[src/rtl/eh2_bht_update_writer_pkg.sv]
// Shared BHT types and helpers used by the BHT update writer and the fetch-side lookup.
// The index hash bht_idx() must stay identical on both sides or updates land in the wrong entry.
package eh2_bht_pkg;

  localparam int BHT_ADDR_W   = 8;
  localparam int BHT_GHR_SIZE = 8;

  typedef struct packed {
    logic [BHT_ADDR_W-1:0] idx;
    logic [1:0]            nctr;
  } bht_upd_t;

  typedef enum logic [1:0] {
    IDLE  = 2'd0,
    DRAIN = 2'd1,
    FORCE = 2'd2
  } bht_wr_state_e;

  function automatic logic [1:0] sat_inc(input logic [1:0] ctr);
    return (ctr == 2'd3) ? 2'd3 : ctr + 2'd1;
  endfunction

  function automatic logic [1:0] sat_dec(input logic [1:0] ctr);
    return (ctr == 2'd0) ? 2'd0 : ctr - 2'd1;
  endfunction

  // GHR is zero-extended into the low index bits before the fold.
  function automatic logic [BHT_ADDR_W-1:0] bht_idx(input logic [BHT_ADDR_W-1:0]   pc_hash,
                                                    input logic [BHT_GHR_SIZE-1:0] ghr);
    logic [BHT_ADDR_W-1:0] ghr_ext;
    ghr_ext                   = '0;
    ghr_ext[BHT_GHR_SIZE-1:0] = ghr;
    return pc_hash ^ ghr_ext;
  endfunction

endpackage

[src/rtl/eh2_bht_update_writer_if.sv]
// Update-in / array-write bundle between the commit-side producer (master) and the BHT writer (slave).
interface eh2_bht_update_writer_if #(
  parameter int ADDR_W   = 8,
  parameter int GHR_SIZE = 8
);
  logic                upd_valid;
  logic                upd_ready;
  logic [ADDR_W-1:0]   upd_pc_hash;
  logic [GHR_SIZE-1:0] upd_ghr;
  logic                upd_taken;
  logic [1:0]          upd_ctr;

  logic                bht_rd_valid;
  logic [ADDR_W-1:0]   bht_rd_index;

  logic                bht_wr_en;
  logic [ADDR_W-1:0]   bht_wr_index;
  logic [1:0]          bht_wr_data;
  logic                wr_force;

  logic                bypass_hit;
  logic [1:0]          bypass_ctr;

  modport master (
    output upd_valid, upd_pc_hash, upd_ghr, upd_taken, upd_ctr,
    output bht_rd_valid, bht_rd_index,
    input  upd_ready, bht_wr_en, bht_wr_index, bht_wr_data, wr_force,
    input  bypass_hit, bypass_ctr
  );

  modport slave (
    input  upd_valid, upd_pc_hash, upd_ghr, upd_taken, upd_ctr,
    input  bht_rd_valid, bht_rd_index,
    output upd_ready, bht_wr_en, bht_wr_index, bht_wr_data, wr_force,
    output bypass_hit, bypass_ctr
  );
endinterface

[src/rtl/eh2_bht_upd_fifo.sv]
// DEPTH-entry FIFO of pending BHT updates. With EH2_BHT_UPD_BYPASS_EN defined it also exposes
// every entry in age order (index 0 = head/oldest) for the fetch bypass compare.
module eh2_bht_upd_fifo
  import eh2_bht_pkg::*;
#(
  parameter  int DEPTH = 4,
  localparam int PTR_W = $clog2(DEPTH) + 1,
  localparam int CNT_W = $clog2(DEPTH + 1)
) (
  input  logic             clk,
  input  logic             rst,
  input  logic             push,
  input  bht_upd_t         push_data,
  input  logic             pop,
  output bht_upd_t         head,
  output logic [CNT_W-1:0] count
`ifdef EH2_BHT_UPD_BYPASS_EN
  ,
  output bht_upd_t         entry_ord [DEPTH],
  output logic [DEPTH-1:0] valid_ord
`endif
);

  localparam int IDX_W = $clog2(DEPTH);

  bht_upd_t         mem [DEPTH];
  logic [PTR_W-1:0] wr_ptr_reg;
  logic [PTR_W-1:0] rd_ptr_reg;
  logic             full;
  logic             empty;
  logic             push_ok;
  logic             pop_ok;

  // Extra pointer MSB distinguishes full from empty when the low bits coincide.
  assign full  = (wr_ptr_reg[PTR_W-1] != rd_ptr_reg[PTR_W-1]) &&
                 (wr_ptr_reg[IDX_W-1:0] == rd_ptr_reg[IDX_W-1:0]);
  assign empty = (wr_ptr_reg == rd_ptr_reg);

  assign push_ok = push & ~full;
  assign pop_ok  = pop & ~empty;
  assign count   = CNT_W'(wr_ptr_reg - rd_ptr_reg);
  assign head    = mem[rd_ptr_reg[IDX_W-1:0]];

  always_ff @(posedge clk or posedge rst) begin
    if (rst) begin
      wr_ptr_reg <= '0;
      rd_ptr_reg <= '0;
    end else begin
      if (push_ok) begin
        wr_ptr_reg <= wr_ptr_reg + PTR_W'(1);
      end
      if (pop_ok) begin
        rd_ptr_reg <= rd_ptr_reg + PTR_W'(1);
      end
    end
  end

  always_ff @(posedge clk) begin
    if (push_ok) begin
      mem[wr_ptr_reg[IDX_W-1:0]] <= push_data;
    end
  end

`ifdef EH2_BHT_UPD_BYPASS_EN
  for (genvar gi = 0; gi < DEPTH; gi++) begin : g_ord
    logic [IDX_W-1:0] slot;
    assign slot          = rd_ptr_reg[IDX_W-1:0] + IDX_W'(gi);
    assign entry_ord[gi] = mem[slot];
    assign valid_ord[gi] = (count > CNT_W'(gi));
  end
`endif

endmodule

[src/rtl/eh2_bht_update_writer.sv]
// BHT write side: hashes committed branch updates, queues them and drains them into the
// single-port BHT, forcing a write after STARVE_LIM blocked cycles. Option: EH2_BHT_UPD_BYPASS_EN.
module eh2_bht_update_writer
  import eh2_bht_pkg::*;
#(
  parameter  int DEPTH      = 4,
  parameter  int ADDR_W     = BHT_ADDR_W,
  parameter  int GHR_SIZE   = BHT_GHR_SIZE,
  parameter  int STARVE_LIM = 7,
  localparam int CNT_W      = $clog2(DEPTH + 1)
) (
  input  logic                      clk,
  input  logic                      rst,
  eh2_bht_update_writer_if.slave    bus,
  output logic [CNT_W-1:0]          q_count
);

  localparam int SC_W = $clog2(STARVE_LIM + 1);

  bht_wr_state_e    state_reg;
  bht_wr_state_e    state_next;
  logic [SC_W-1:0]  starve_cnt_reg;
  logic [SC_W-1:0]  starve_cnt_next;

  logic             push;
  logic             pop;
  logic             force_wr;
  logic             has_entry;
  logic             last_pop;
  bht_upd_t         push_data;
  bht_upd_t         head;
  logic [CNT_W-1:0] count;

  assign bus.upd_ready = (count < CNT_W'(DEPTH));
  assign push          = bus.upd_valid & bus.upd_ready;

  // Counter update is computed from the prediction-time counter, even if it is stale by now.
  assign push_data = '{idx:  bht_idx(bus.upd_pc_hash, bus.upd_ghr),
                       nctr: bus.upd_taken ? sat_inc(bus.upd_ctr) : sat_dec(bus.upd_ctr)};

  assign has_entry = (count != '0);
  assign last_pop  = (count == CNT_W'(1)) && !push;

`ifdef EH2_BHT_UPD_BYPASS_EN
  bht_upd_t         entry_ord [DEPTH];
  logic [DEPTH-1:0] valid_ord;
  logic [DEPTH-1:0] match;
  logic [1:0]       byp_ctr;

  eh2_bht_upd_fifo #(.DEPTH(DEPTH)) u_fifo (
    .clk       (clk),
    .rst       (rst),
    .push      (push),
    .push_data (push_data),
    .pop       (pop),
    .head      (head),
    .count     (count),
    .entry_ord (entry_ord),
    .valid_ord (valid_ord)
  );

  for (genvar gi = 0; gi < DEPTH; gi++) begin : g_match
    assign match[gi] = valid_ord[gi] && (entry_ord[gi].idx == bus.bht_rd_index);
  end

  // Entries are in age order, so the last hit in the scan is the youngest.
  always_comb begin
    byp_ctr = 2'd0;
    for (int k = 0; k < DEPTH; k++) begin
      if (match[k]) begin
        byp_ctr = entry_ord[k].nctr;
      end
    end
  end

  assign bus.bypass_hit = |match;
  assign bus.bypass_ctr = byp_ctr;
`else
  eh2_bht_upd_fifo #(.DEPTH(DEPTH)) u_fifo (
    .clk       (clk),
    .rst       (rst),
    .push      (push),
    .push_data (push_data),
    .pop       (pop),
    .head      (head),
    .count     (count)
  );

  assign bus.bypass_hit = 1'b0;
  assign bus.bypass_ctr = 2'd0;
`endif

  always_ff @(posedge clk or posedge rst) begin
    if (rst) begin
      state_reg      <= IDLE;
      starve_cnt_reg <= '0;
    end else begin
      state_reg      <= state_next;
      starve_cnt_reg <= starve_cnt_next;
    end
  end

  always_comb begin
    state_next      = state_reg;
    starve_cnt_next = starve_cnt_reg;
    pop             = 1'b0;
    force_wr        = 1'b0;
    unique case (state_reg)
      IDLE: begin
        if (push || has_entry) begin
          state_next = DRAIN;
        end
      end
      DRAIN: begin
        if (!has_entry) begin
          state_next = IDLE;
        end else if (!bus.bht_rd_valid) begin
          pop             = 1'b1;
          starve_cnt_next = '0;
          if (last_pop) begin
            state_next = IDLE;
          end
        end else begin
          starve_cnt_next = starve_cnt_reg + SC_W'(1);
          if (starve_cnt_reg == SC_W'(STARVE_LIM - 1)) begin
            state_next = FORCE;
          end
        end
      end
      FORCE: begin
        pop             = has_entry;
        force_wr        = has_entry;
        starve_cnt_next = '0;
        state_next      = (last_pop || !has_entry) ? IDLE : DRAIN;
      end
      default: begin
        state_next = IDLE;
      end
    endcase
  end

  // Write fields are zeroed when idle so the port never shows uninitialised queue contents.
  assign bus.bht_wr_en    = pop;
  assign bus.bht_wr_index = pop ? head.idx : '0;
  assign bus.bht_wr_data  = pop ? head.nctr : 2'd0;
  assign bus.wr_force     = force_wr;
  assign q_count          = count;

endmodule

[src/flat_wrapper.sv]
// flat-port wrapper written by rule: the top's interface ports become plain ports
module eh2_bht_update_writer_flat import eh2_bht_pkg::*;
#(
  parameter  int DEPTH      = 4,
  parameter  int ADDR_W     = BHT_ADDR_W,
  parameter  int GHR_SIZE   = BHT_GHR_SIZE,
  parameter  int STARVE_LIM = 7,
  localparam int CNT_W      = $clog2(DEPTH + 1)
)
  (clk, rst, q_count, bus_upd_valid, bus_upd_pc_hash, bus_upd_ghr, bus_upd_taken, bus_upd_ctr, bus_bht_rd_valid, bus_bht_rd_index, bus_upd_ready, bus_bht_wr_en, bus_bht_wr_index, bus_bht_wr_data, bus_wr_force, bus_bypass_hit, bus_bypass_ctr);
  eh2_bht_update_writer_if #(.ADDR_W(ADDR_W), .GHR_SIZE(GHR_SIZE)) bus_i ();
  input  logic clk;
  input  logic rst;
  output logic [CNT_W-1:0] q_count;
  input wire logic [$bits(bus_i.upd_valid)-1:0] bus_upd_valid;
  input wire logic [$bits(bus_i.upd_pc_hash)-1:0] bus_upd_pc_hash;
  input wire logic [$bits(bus_i.upd_ghr)-1:0] bus_upd_ghr;
  input wire logic [$bits(bus_i.upd_taken)-1:0] bus_upd_taken;
  input wire logic [$bits(bus_i.upd_ctr)-1:0] bus_upd_ctr;
  input wire logic [$bits(bus_i.bht_rd_valid)-1:0] bus_bht_rd_valid;
  input wire logic [$bits(bus_i.bht_rd_index)-1:0] bus_bht_rd_index;
  output wire logic [$bits(bus_i.upd_ready)-1:0] bus_upd_ready;
  output wire logic [$bits(bus_i.bht_wr_en)-1:0] bus_bht_wr_en;
  output wire logic [$bits(bus_i.bht_wr_index)-1:0] bus_bht_wr_index;
  output wire logic [$bits(bus_i.bht_wr_data)-1:0] bus_bht_wr_data;
  output wire logic [$bits(bus_i.wr_force)-1:0] bus_wr_force;
  output wire logic [$bits(bus_i.bypass_hit)-1:0] bus_bypass_hit;
  output wire logic [$bits(bus_i.bypass_ctr)-1:0] bus_bypass_ctr;
  assign bus_i.upd_valid = bus_upd_valid;
  assign bus_i.upd_pc_hash = bus_upd_pc_hash;
  assign bus_i.upd_ghr = bus_upd_ghr;
  assign bus_i.upd_taken = bus_upd_taken;
  assign bus_i.upd_ctr = bus_upd_ctr;
  assign bus_i.bht_rd_valid = bus_bht_rd_valid;
  assign bus_i.bht_rd_index = bus_bht_rd_index;
  assign bus_upd_ready = bus_i.upd_ready;
  assign bus_bht_wr_en = bus_i.bht_wr_en;
  assign bus_bht_wr_index = bus_i.bht_wr_index;
  assign bus_bht_wr_data = bus_i.bht_wr_data;
  assign bus_wr_force = bus_i.wr_force;
  assign bus_bypass_hit = bus_i.bypass_hit;
  assign bus_bypass_ctr = bus_i.bypass_ctr;
  eh2_bht_update_writer #(.DEPTH(DEPTH), .ADDR_W(ADDR_W), .GHR_SIZE(GHR_SIZE), .STARVE_LIM(STARVE_LIM)) u_core (.clk(clk), .rst(rst), .bus(bus_i), .q_count(q_count));
endmodule
[config.mk]
export PLATFORM = sky130hd
export DESIGN_NAME = eh2_bht_update_writer_flat
export DESIGN_NICKNAME = d
export VERILOG_FILES = /design/src/rtl/eh2_bht_update_writer_pkg.sv /design/src/rtl/eh2_bht_update_writer_if.sv /design/src/rtl/eh2_bht_upd_fifo.sv /design/src/rtl/eh2_bht_update_writer.sv /design/src/flat_wrapper.sv
export SDC_FILE = /design/constraint.sdc
export NUM_CORES = 1
export LEC_CHECK = 0
export ABC_AREA = 1
export CORE_AREA = 2 2 88 90
export CTS_CLUSTER_SIZE = 10
export DETAILED_ROUTE_END_ITERATION = 16
export DIE_AREA = 0 0 90 92
export HOLD_SLACK_MARGIN = 0.02
export PLACE_DENSITY_LB_ADDON = 0.1
export SLEW_MARGIN = 20
export SYNTH_ARGS = -nofsm -noshare
export SYNTH_HDL_FRONTEND = slang
export SYNTH_SLANG_ARGS = --single-unit
[constraint.sdc]
create_clock -name clk -period 3 [get_ports clk]
set_input_delay 0.45 -clock clk [delete_from_list [all_inputs] [get_ports clk]]
set_output_delay 0.45 -clock clk [all_outputs]
set_load 0.02 [all_outputs]
# ---- After elaboration in Yosys (flattened, before gate mapping)
# Memory sizes are Yosys's and may differ from the RTL's.
# Index checks and enable logic that the tools add are counted.
dict set report word_totals {
  elab_cells 63
  out_inout_bits 19
  in_bits 31
  register_bits 11
  memories 1
  ramBits 40
}
# name words width rd rd_clocked_by_memory_dff wr line_no
set memory_table {}
lappend memory_table {u_core.u_fifo.mem 4 10 1 0 1 eh2_bht_upd_fifo.sv:26} ;# bht_upd_t mem [DEPTH];
dict set report classes {
  muxes 21
  n_bitwise 6
  n_lt_le_gt_ge 1
  add_sub_neg 6
  reduce_logical 12
  n_eq_ne 12
}
# operator n
set op_table {}
lappend op_table {{$mux W2} 9}
lappend op_table {{$add A3 B1 Y3 const B} 3}
lappend op_table {{$mux W8} 1}
lappend op_table {{$ne A4 B4 Y1 const B} 2}
lappend op_table {{$xor A8 B8 Y8} 1}
lappend op_table {{$mux W1} 6}
lappend op_table {{$mux W3} 2}
lappend op_table {{$pmux W2 S3} 1}
lappend op_table {{$pmux W3 S2} 1}
lappend op_table {{$eq A2 B2 Y1 const B} 2}
lappend op_table {{$logic_not A2 Y1} 2}
lappend op_table {{$ne A2 B1 Y1 const B} 2}
lappend op_table {{$and A1 B1 Y1} 3}
lappend op_table {{$eq A3 B1 Y1 const B} 1}
lappend op_table {{$eq A3 B3 Y1} 1}
lappend op_table {{$eq A3 B3 Y1 const B} 1}
lappend op_table {{$lt A3 B3 Y1 const B} 1}
lappend op_table {{$reduce_and A3 Y1} 1}
lappend op_table {{$reduce_bool A3 Y1} 1}
lappend op_table {{$sub A3 B3 Y3} 1}
lappend op_table {{$add A2 B1 Y2 const B} 1}
lappend op_table {{$eq A2 B1 Y1 const B} 1}
lappend op_table {{$eq A2 B2 Y1} 1}
lappend op_table {{$logic_and A1 B1 Y1} 2}
lappend op_table {{other kinds (8)} 11}

# ---- Logic depth before layout (Yosys ltp)
# Gate-level depths: netlist (run 1).
dict set report logic_depth {
  depth_word 9
  depth_mapped 11
  depth_no_buf 11
}

# ---- Cells and area by module
# From an unflattened synthesis (run 1), not the netlist that was laid out.
dict set report unflattened {
  hier_cells 266
  area_unflattened_um2 2636.3
}
# mod area_per_inst_um2 seq_area_each_um2 instances cells_per_inst
set modules_own_cells {}
lappend modules_own_cells {eh2_bht_upd_fifo 1964.4 1351.3 1 159}
lappend modules_own_cells {eh2_bht_update_writer 671.9 125.1 1 107}

# ---- Least setup slack after synthesis (run 1)
# Ideal clock, no wire load.
dict set report synth_path {
  path_kind {flip-flop to output port}
  from {register u_core.u_fifo.wr_ptr_reg[0]}
  to {output bus_bht_wr_data[0]}
  path_slack_ps 511
  required_time_ps 2550
  arrival_ps 2039
  n_path_buf 1
  path_stages_with_launch 10
  cell_sequence {dfrtp_1 -> inv_1 -> ha_1 -> fa_1 -> inv_1 -> nand3_1 -> nand3_2 -> nand2_1 -> buf_6 -> a21oi_1}
}
dict set report synth_via {
  elab_chain_cells 5
}
# item line_no
set synth_rtl {}
lappend synth_rtl {{start, declared} eh2_bht_upd_fifo.sv:27} ;# logic [PTR_W-1:0] wr_ptr_reg;
lappend synth_rtl {{start signal, assigned} eh2_bht_upd_fifo.sv:50} ;# wr_ptr_reg <= wr_ptr_reg + PTR_W'(1);
lappend synth_rtl {{$sub A3 B3 Y3 (*)} eh2_bht_upd_fifo.sv:41} ;# assign count = CNT_W'(wr_ptr_reg - rd_ptr_reg);
lappend synth_rtl {{$reduce_bool A3 Y1 (*)} eh2_bht_update_writer.sv:41} ;# assign has_entry = (count != '0);
lappend synth_rtl {{$mux W1} eh2_bht_update_writer.sv:115} ;# if (!has_entry) begin
lappend synth_rtl {{$pmux W1 S2 (*)} eh2_bht_update_writer.sv:108} ;# unique case (state_reg)
lappend synth_rtl {{$mux W2 (*)} eh2_bht_update_writer.sv:145} ;# assign bus.bht_wr_data = pop ? head.nctr : 2'd0;
lappend synth_rtl {{end, declared} flat_wrapper.sv:25} ;# output wire logic [$bits(bus_i.bht_wr_data)-1:0] bus_bht_wr_data;
# Every way passes the cells marked *; elsewhere a longest branch is shown, timed or not.

# ---- Final worst setup path (run 1)
dict set report layout_path {
  from {register u_core.u_fifo.wr_ptr_reg[0]}
  to {output bus_bht_wr_en}
}
dict set report layout_via {
  elab_chain_cells 4
}
# item line_no
set layout_rtl {}
lappend layout_rtl {{$sub A3 B3 Y3 (*)} eh2_bht_upd_fifo.sv:41}
lappend layout_rtl {{$reduce_bool A3 Y1 (*)} eh2_bht_update_writer.sv:41}
lappend layout_rtl {{$mux W1} eh2_bht_update_writer.sv:115}
lappend layout_rtl {{$pmux W1 S2 (*)} eh2_bht_update_writer.sv:108}
lappend layout_rtl {{end, declared} flat_wrapper.sv:23} ;# output wire logic [$bits(bus_i.bht_wr_en)-1:0] bus_bht_wr_en;
# Marked as above.

==> impl_results.md, run 1 <==
- Post-CTS Repair Setup Buffers: 0
- Root cell of the clock tree: sky130_fd_sc_hd__clkbuf_8
- Core area: 7447 sq um
- Number of endpoints failing setup at the final stage: 0
- Switching fraction of total power: 0.4297
- Via count normalized by instance count: 4.490
- Clock network fraction of design power: 0.127
- Library cell with the largest summed area after synthesis: sky130_fd_sc_hd__edfxtp_1
- Die ar.: 8280 sq um
- Number of failing hold endpoints at the final stage: 0
- Met3 WL post-DR: 199 um
- Critical path start-end classification: flip-flop to primary output
- Placed wire-length estimate after detailed placement: 3.495 mm
- Combinational share of power: 0.540
- Maximum buffer depth of the clock tree: 2
- Mapped Area: 2581 sq um
- Area delta synth->final: 22.98%
- Share of the cycle needed by the critical path after routing: 0.9374
- Number of flip-flops in the largest register: 40
- Starting density of the core: 0.3466
- Via count of the routed design: 1814
- Final non-filler cell total: 404
- First-pass GRT wire length: 8.459 mm
- Seq cells post-synth: 51
- Floorplan die width: 90 um
- Reg-to-reg critical path startpoint: u_core.u_fifo.rd_ptr_reg[1]
- Fraction of the yosys area taken by sequential cells: 0.5720
- Pre-Repair DR Iteration Count: 4
- Worst Setup End Kind: primary output
- CP Data Required Time: 2.55 ns
- Standby leakage power: 1.357 nW
- First DRT Iteration DRCs: 57
- Maximum fanout along the worst path: 11
- Row count: 32
- Total negative slack: 0 ns
- Hold-fix buffer count after cts: 0
- Combinational family with the most area after synthesis: simple AND/OR/NAND/NOR gates
- Clock-pin slew on the worst setup and hold paths: 0.09 ns
- Die span in y: 92 um
- Residual antenna-violating net count after detailed routing: 0
- Worst setup SP type: flip-flop
- Critical Path AT: 2.36 ns
- Length of routed wiring on met1: 2.239 mm
- Clock buffer count from CTS: 5
- Max-cap violations: 0
- EDFF count, synth: 40
- Area contributors post-synth: sky130_fd_sc_hd__edfxtp_1, sky130_fd_sc_hd__dfrtp_1, sky130_fd_sc_hd__nor2_1
- Routed WL per cell: 12.48 um
- Layout Cell Area excl Fill: 3174 sq um
- Number of global-route vias before repair: 1791
- Post-detailed-placement cell area: 3136 sq um
- Fraction of layout instances using a drive strength above 1: 0.1291
- Number of unique standard cell types used by synthesis: 28
- Worst skew pair latency: 0.30 ns
- Last weighted congestion value of the routability-driven placer: 0.8107
- Max incr delay on CP: 0.56 ns
- Switching power of the nets: 1.333 mW
- Buffers added on ports: 38
- Mapped Avg Cell Area: 10.20 sq um
- Post-route DRC violation count: 0
- Overall track demand over capacity in global routing: 0.1307
- Proportion of synthesized flip-flops having asynchronous set or reset: 0.2157
- Pwr Total: 3.102 mW
- Inst Count DP: 396
- Share of the synthesized area in the top cell type: 0.4653
- Count of H-tree levels built during CTS: 2
- Kind of cell with the highest combined delay on the critical path: adder cells
- Number of antenna violations at the first check in global routing: 0
- Worst reg-to-reg setup slack: 0.66 ns
- Internal power: 1.769 mW
- Clock sink count: 51
- Wirelength, routed: 5.042 mm
- Met2 wire length: 2.536 mm
- Highest-delay cell along the critical path: sky130_fd_sc_hd__fa_1
- Maximum clock rate: 0.3556 GHz
- Worst reg2reg endpoint: u_core.u_fifo.mem[3][6]
- Synthesized-area fraction occupied by xor and xnor cells: 0.04411
- TritonCTS clock tree: yes
- Pwr dens: 977.3 nW/um^2
- Crit-path cells: inv_1 -> ha_1 -> fa_1 -> nand2_1 -> inv_1 -> nand3_2 -> nand2_1 -> buf_4 -> inv_1 -> dlygate4sd2_1
- Peak VDD IR: 358.3 uV
- Unrepaired setup endpoints after global routing: no
- Pins over their slew limit: 0
- # nets final: 346
- Pin count of the biggest net entering global routing: 23
- Antenna Diode Count: 0
- Time the worst path needs with I/O delays and setup: 2.812 ns
- Worst reg2reg path depth: 6
- Clock skew: 0.004963 ns
- Main flop type after synthesis: sky130_fd_sc_hd__edfxtp_1
- Result of the run: finished clean
- Remaining global-route overflow: 0
- Topmost layer with routed signal wires: met4
- Number of instances in the synthesized netlist: 253
- Multiplexer area fraction after synthesis: 0
- Proportion of power drawn by flip-flops and latches: 0.334
- Most common cell type on the critical path: sky130_fd_sc_hd__inv_1
- Post-synthesis compound-gate area fraction: 0.07659
- Post-synthesis share of cell area spent on full adders, half adders and majority gates: 0.07077
- Worst hold-check path type: primary input to async pin
- Area share of and/or/nand/nor cells after synthesis: 0.1755
- Yosys warnings: 0
- Fillers: 768
- Buf/Inv on CP: 5
- Share of the core filled with cells: 0.4262
- Top-Level Pins: 50
-- per-layer routing --
metal | up-vias | track usage
li1 | 919 | -
met1 | 854 | 0.1513
met2 | 35 | 0.2406
met3 | 6 | 0.02794
met4 | 0 | 0.04231
met5 | - | 0
-- power by group through the flow --
| stage | clock, mW | sequential [mW] | combinational, mW |
|---|---|---|---|
| after floorplan | 0 | 1.04 | 1.12 |
| after global placement | 0 | 1.05 | 1.73 |
| after detailed placement | 0 | 1.05 | 1.74 |
| after CTS | 0.406 | 1.04 | 1.72 |
| after global routing | 0.431 | 1.06 | 1.89 |
| final | 0.392 | 1.04 | 1.67 |
-- cell usage in the layout, fill, tap and decap left out, types with 2 or more instances in the layout --
cell type,synthesis,layout
sky130_fd_sc_hd__clkbuf_2,0,10
sky130_fd_sc_hd__nand2_1,26,26
sky130_fd_sc_hd__o21ai_1,2,2
sky130_fd_sc_hd__buf_4,3,10
sky130_fd_sc_hd__nand4_1,2,2
sky130_fd_sc_hd__xor2_1,12,12
sky130_fd_sc_hd__clkbuf_8,0,5
sky130_fd_sc_hd__edfxtp_1,40,40
sky130_fd_sc_hd__o21ai_0,22,22
sky130_fd_sc_hd__nand3_2,4,4
sky130_fd_sc_hd__clkinv_2,0,2
sky130_fd_sc_hd__conb_1,1,3
sky130_fd_sc_hd__dfrtp_1,11,11
sky130_fd_sc_hd__inv_1,25,25
sky130_fd_sc_hd__nand3_1,10,10
sky130_fd_sc_hd__clkdlybuf4s50_1,0,26
sky130_fd_sc_hd__ha_1,13,13
sky130_fd_sc_hd__a21oi_1,14,14
sky130_fd_sc_hd__nor2_1,50,50
-- cells in the mapped netlist (all sizes together), types with 2 or more instances --
| master | number |
|---|---|
| inv | 26 |
| edfxtp | 40 |
| buf | 4 |
| xor2 | 12 |
| nand4 | 2 |
| nand3 | 15 |
| nor2 | 51 |
| clkbuf | 6 |
| a21oi | 14 |
| dfrtp | 11 |
| ha | 13 |
| nand2 | 28 |
| o21ai | 24 |
-- final cells by class --
class	count	area [sq um]	share of cell area
clock buffer	5	68.82	0.02168
clock inverter	3	18.77	0.005913
inverter	26	97.59	0.03075
multi-input combinational	168	958.4	0.3019
sequential	51	1476	0.4651
tap	102	127.6	0.04020
timing repair buffer	49	426.7	0.1344
-- logic make-up after synthesis --
kind of cell,Yosys count
other cells,1
flops,51
buf+inv,36
compound gates,39
simple gates,99
fa+ha+maj,14
xor+xnor,13
-- worst max-delay path by stage --
stage	startpoint	to	slack, ns	cells after the start
after floorplan	u_core.u_fifo.wr_ptr_reg[0]	bus_bht_wr_data[0]	0.51	9
after global placement	u_core.u_fifo.wr_ptr_reg[0]	bus_bht_wr_index[7]	0.11	10
after detailed placement	u_core.u_fifo.wr_ptr_reg[0]	bus_bht_wr_index[7]	0.1	10
after CTS	u_core.u_fifo.wr_ptr_reg[0]	bus_wr_force	0.02	10
after global routing	u_core.u_fifo.wr_ptr_reg[0]	bus_bht_wr_en	0.02	10
final	u_core.u_fifo.wr_ptr_reg[0]	bus_bht_wr_en	0.19	10
-- stage by stage --
| stage | worst slack (ns) | hold slack (ns) |
|---|---|---|
| global placement | 0.1103 | 0.5164 |
| floorplan | 0.5113 | 0.3024 |
| global route | 0.01960 | 0.4675 |
| CTS | 0.02064 | 0.4529 |
| finish | 0.1878 | 0.4316 |
| detailed placement | 0.09504 | 0.5210 |
-- worst register-to-register path: cells and delay by family (launching register included) --
family	cells	cell delay (ns)
buffers and inverters	2	0.58
adders and majority gates	1	0.35
DFF	1	0.40
and+or+nand+nor	3	0.66
-- what timing repair did --
| action | 4_1_cts | 5_1_grt |
|---|---|---|
| setup endpoints to repair | 11 | 11 |
| gates resized for setup | 11 | 21 |
| hold endpoints to repair | 0 | 0 |
| pin swaps | 0 | 0 |
| gates cloned | 0 | 0 |
Power figures use the tool's default switching activity.
==> run 2: changes to the inputs <==
--- a/config.mk
+++ b/config.mk
@@ -7,9 +7,11 @@
 export LEC_CHECK = 0
 export ABC_AREA = 1
 export CORE_AREA = 2 2 88 90
+export CTS_BUF_LIST = sky130_fd_sc_hd__clkbuf_4 sky130_fd_sc_hd__clkbuf_8 sky130_fd_sc_hd__clkbuf_16
 export CTS_CLUSTER_SIZE = 10
 export DETAILED_ROUTE_END_ITERATION = 16
 export DIE_AREA = 0 0 90 92
+export GPL_ROUTABILITY_DRIVEN = 0
 export HOLD_SLACK_MARGIN = 0.02
 export PLACE_DENSITY_LB_ADDON = 0.1
 export SLEW_MARGIN = 20
==> constraint.sdc (replaced) <==
create_clock -name clk -period 2.73 [get_ports clk]
set_input_delay 0.4095 -clock clk [delete_from_list [all_inputs] [get_ports clk]]
set_output_delay 0.4095 -clock clk [all_outputs]
set_load 0.02 [all_outputs]
==> run 2 against run 1 <==
  * Utilization is 1.2 points higher
  * Worst hold slack worse by 0.038 ns
  * Via count is 0.28% higher
  * Die area stayed put
  * First-iteration DRC count is 11% higher
  * Routed wire length is 0.32% higher
  * Count of clock-buffer cells in the layout is 1 higher
  * Clock skew is 0.0033 ns higher
  * Flip-flop and latch count stayed put
==> impl_results.md, run 2 (synthesized netlist as in run 1, its figures left out) <==
- Number of failing hold endpoints at the final stage: 0
- First-pass GRT wire length: 8.673 mm
- Worst reg2reg path depth: 6
- Pre-Repair DR Iteration Count: 4
- Maximum buffer depth of the clock tree: 2
- Remaining global-route overflow: 0
- Clock-pin slew on the worst setup and hold paths: 0.09 ns
- Clock buffer count from CTS: 5
- TritonCTS clock tree: yes
- Number of flip-flops in the largest register: 40
- # nets final: 356
- Pins over their slew limit: 0
- Core area: 7447 sq um
- Fraction of layout instances using a drive strength above 1: 0.1795
- Wirelength, routed: 5.058 mm
- Starting density of the core: 0.3466
- Via count normalized by instance count: 4.394
- Critical path start-end classification: flip-flop to primary output
- Worst skew pair latency: 0.30 ns
- Worst slack after detailed placement: -0.1219 ns
- Pin count of the biggest net entering global routing: 23
- Clock skew: 0.008247 ns
- Worst setup SP type: flip-flop
- Overall track demand over capacity in global routing: 0.1334
- Area delta synth->final: 26.56%
- Worst setup path endpoint: bus_bht_wr_data[0]
- Root cell of the clock tree: sky130_fd_sc_hd__clkbuf_8
- Row count: 32
- First DRT Iteration DRCs: 63
- Total negative slack: 0 ns
- Antenna Diode Count: 0
- Number of global-route vias before repair: 1890
- Hold-fix buffer count after cts: 0
- Die span in y: 92 um
- Max incr delay on CP: 0.39 ns
- Commonest cells after routing, fill and taps aside: sky130_fd_sc_hd__nor2_1, sky130_fd_sc_hd__edfxtp_1, sky130_fd_sc_hd__buf_4
- Die ar.: 8280 sq um
- Standby leakage power: 1.393 nW
- Post-route DRC violation count: 0
- Result of the run: finished clean
- Number of antenna violations at the first check in global routing: 0
- Critical Path AT: 2.20 ns
- Top-Level Pins: 50
- Residual antenna-violating net count after detailed routing: 0
- Post-detailed-placement cell area: 3211 sq um
- Floorplan die width: 90 um
- Peak VDD IR: 410.2 uV
- Time the worst path needs with I/O delays and setup: 2.606 ns
- CP Data Required Time: 2.32 ns
- Max-cap violations: 0
- Share of the core filled with cells: 0.4387
- CP startpoint: u_core.u_fifo.wr_ptr_reg[0]
- Worst reg2reg endpoint: u_core.u_fifo.mem[3][9]
- Routed WL per cell: 12.22 um
- Most common cell after layout, fill and taps aside: sky130_fd_sc_hd__nor2_1
- Share of the cycle needed by the critical path after routing: 0.9547
- Buffers added on ports: 38
- Reg-to-reg critical path startpoint: u_core.u_fifo.rd_ptr_reg[1]
- Post-CTS Repair Setup Buffers: 0
- Worst reg-to-reg setup slack: 0.43 ns
- Number of endpoints failing setup at the final stage: 0
- Maximum fanout along the worst path: 11
- Crit-path cells: inv_1 -> ha_1 -> fa_2 -> inv_1 -> nand3_1 -> nand3_2 -> nand2_2 -> buf_12 -> a21oi_1 -> buf_4
- Placed wire-length estimate after detailed placement: 3.564 mm
- Via count of the routed design: 1819
- Clock sink count: 51
- Highest-delay cell along the critical path: sky130_fd_sc_hd__fa_2
- Pwr dens: 1085 nW/um^2
- Worst Setup End Kind: primary output
- Worst hold-check path type: primary input to async pin
- Most common cell type on the critical path: sky130_fd_sc_hd__inv_1
- Layout Cell Area excl Fill: 3267 sq um
- Maximum clock rate: 0.3837 GHz
- Count of H-tree levels built during CTS: 2
- Final worst setup slack: 0.1236 ns
run 2: cell count changes in the layout (fill, tap and decap cells not counted), moves of 2 or more:
cell,delta
sky130_fd_sc_hd__a21oi_1,-2
sky130_fd_sc_hd__a21oi_2,+2
sky130_fd_sc_hd__buf_4,+17
sky130_fd_sc_hd__buf_2,+4
sky130_fd_sc_hd__clkbuf_2,-9
sky130_fd_sc_hd__clkdlybuf4s50_1,-2
run 2: repair_timing:
| item | 4_1_cts | 5_1_grt |
|---|---|---|
| cloned | 0 | 0 |
| endpoints found under the setup margin | 14 | 12 |
| resized for setup | 49 | 12 |
run 2: per-stage QoR:
step                      power (mW)  instances  hold slack (ns)
after floorplan                2.377        255           0.2619
after global placement         3.185        406           0.5107
after detailed placement       3.213        406           0.5119
after CTS                      3.585        414           0.4068
after global routing           3.910        414           0.4157
final                          3.545        414           0.3941
run 2: cell type report:
class,count,area [sq um]
clock buffers,6,76.32
repair buffers,59,505.5
fillers,752,4180
well taps,102,127.6
multi-input cells,168,970.9
clock inverters,2,12.51
flip-flops and latches,51,1476
inverters,26,97.59
run 2: layer usage:
layer | vias to the layer above | share of wire | global-route usage
met3 | 2 | 0.031 | 0.03040
met1 | 841 | 0.45 | 0.1568
met5 | - | 0 | 0
met2 | 32 | 0.52 | 0.2456
met4 | 0 | 0.0045 | 0.03462
li1 | 944 | - | -
run 2: worst min-delay path by stage:
stage | endpoint | slack [ns] | cells past startpoint
3_5_place_dp | u_core.u_fifo.wr_ptr_reg[2] | 0.51 | 1
2_1_floorplan | u_core.starve_cnt_reg[0] | 0.26 | 1
5_1_grt | u_core.starve_cnt_reg[0] | 0.42 | 2
4_1_cts | u_core.u_fifo.rd_ptr_reg[2] | 0.41 | 2
6_report | u_core.u_fifo.rd_ptr_reg[0] | 0.39 | 2
3_3_place_gp | u_core.u_fifo.wr_ptr_reg[2] | 0.51 | 1
run 2: report_power, final:
part | total, mW | switching [mW] | internal [mW]
sequential | 1.13 | 0.0792 | 1.05
combinational | 1.99 | 1.17 | 0.816
clock | 0.426 | 0.236 | 0.189
run 2: critical path, delay by kind of cell (launching register included):
kind	cells	cell delay [ns]
adders and majority gates	2	0.61
buffers and inverters	4	0.47
and+or+nand+nor	3	0.29
DFF	1	0.35
AOI/OAI and AO/OA	1	0.16
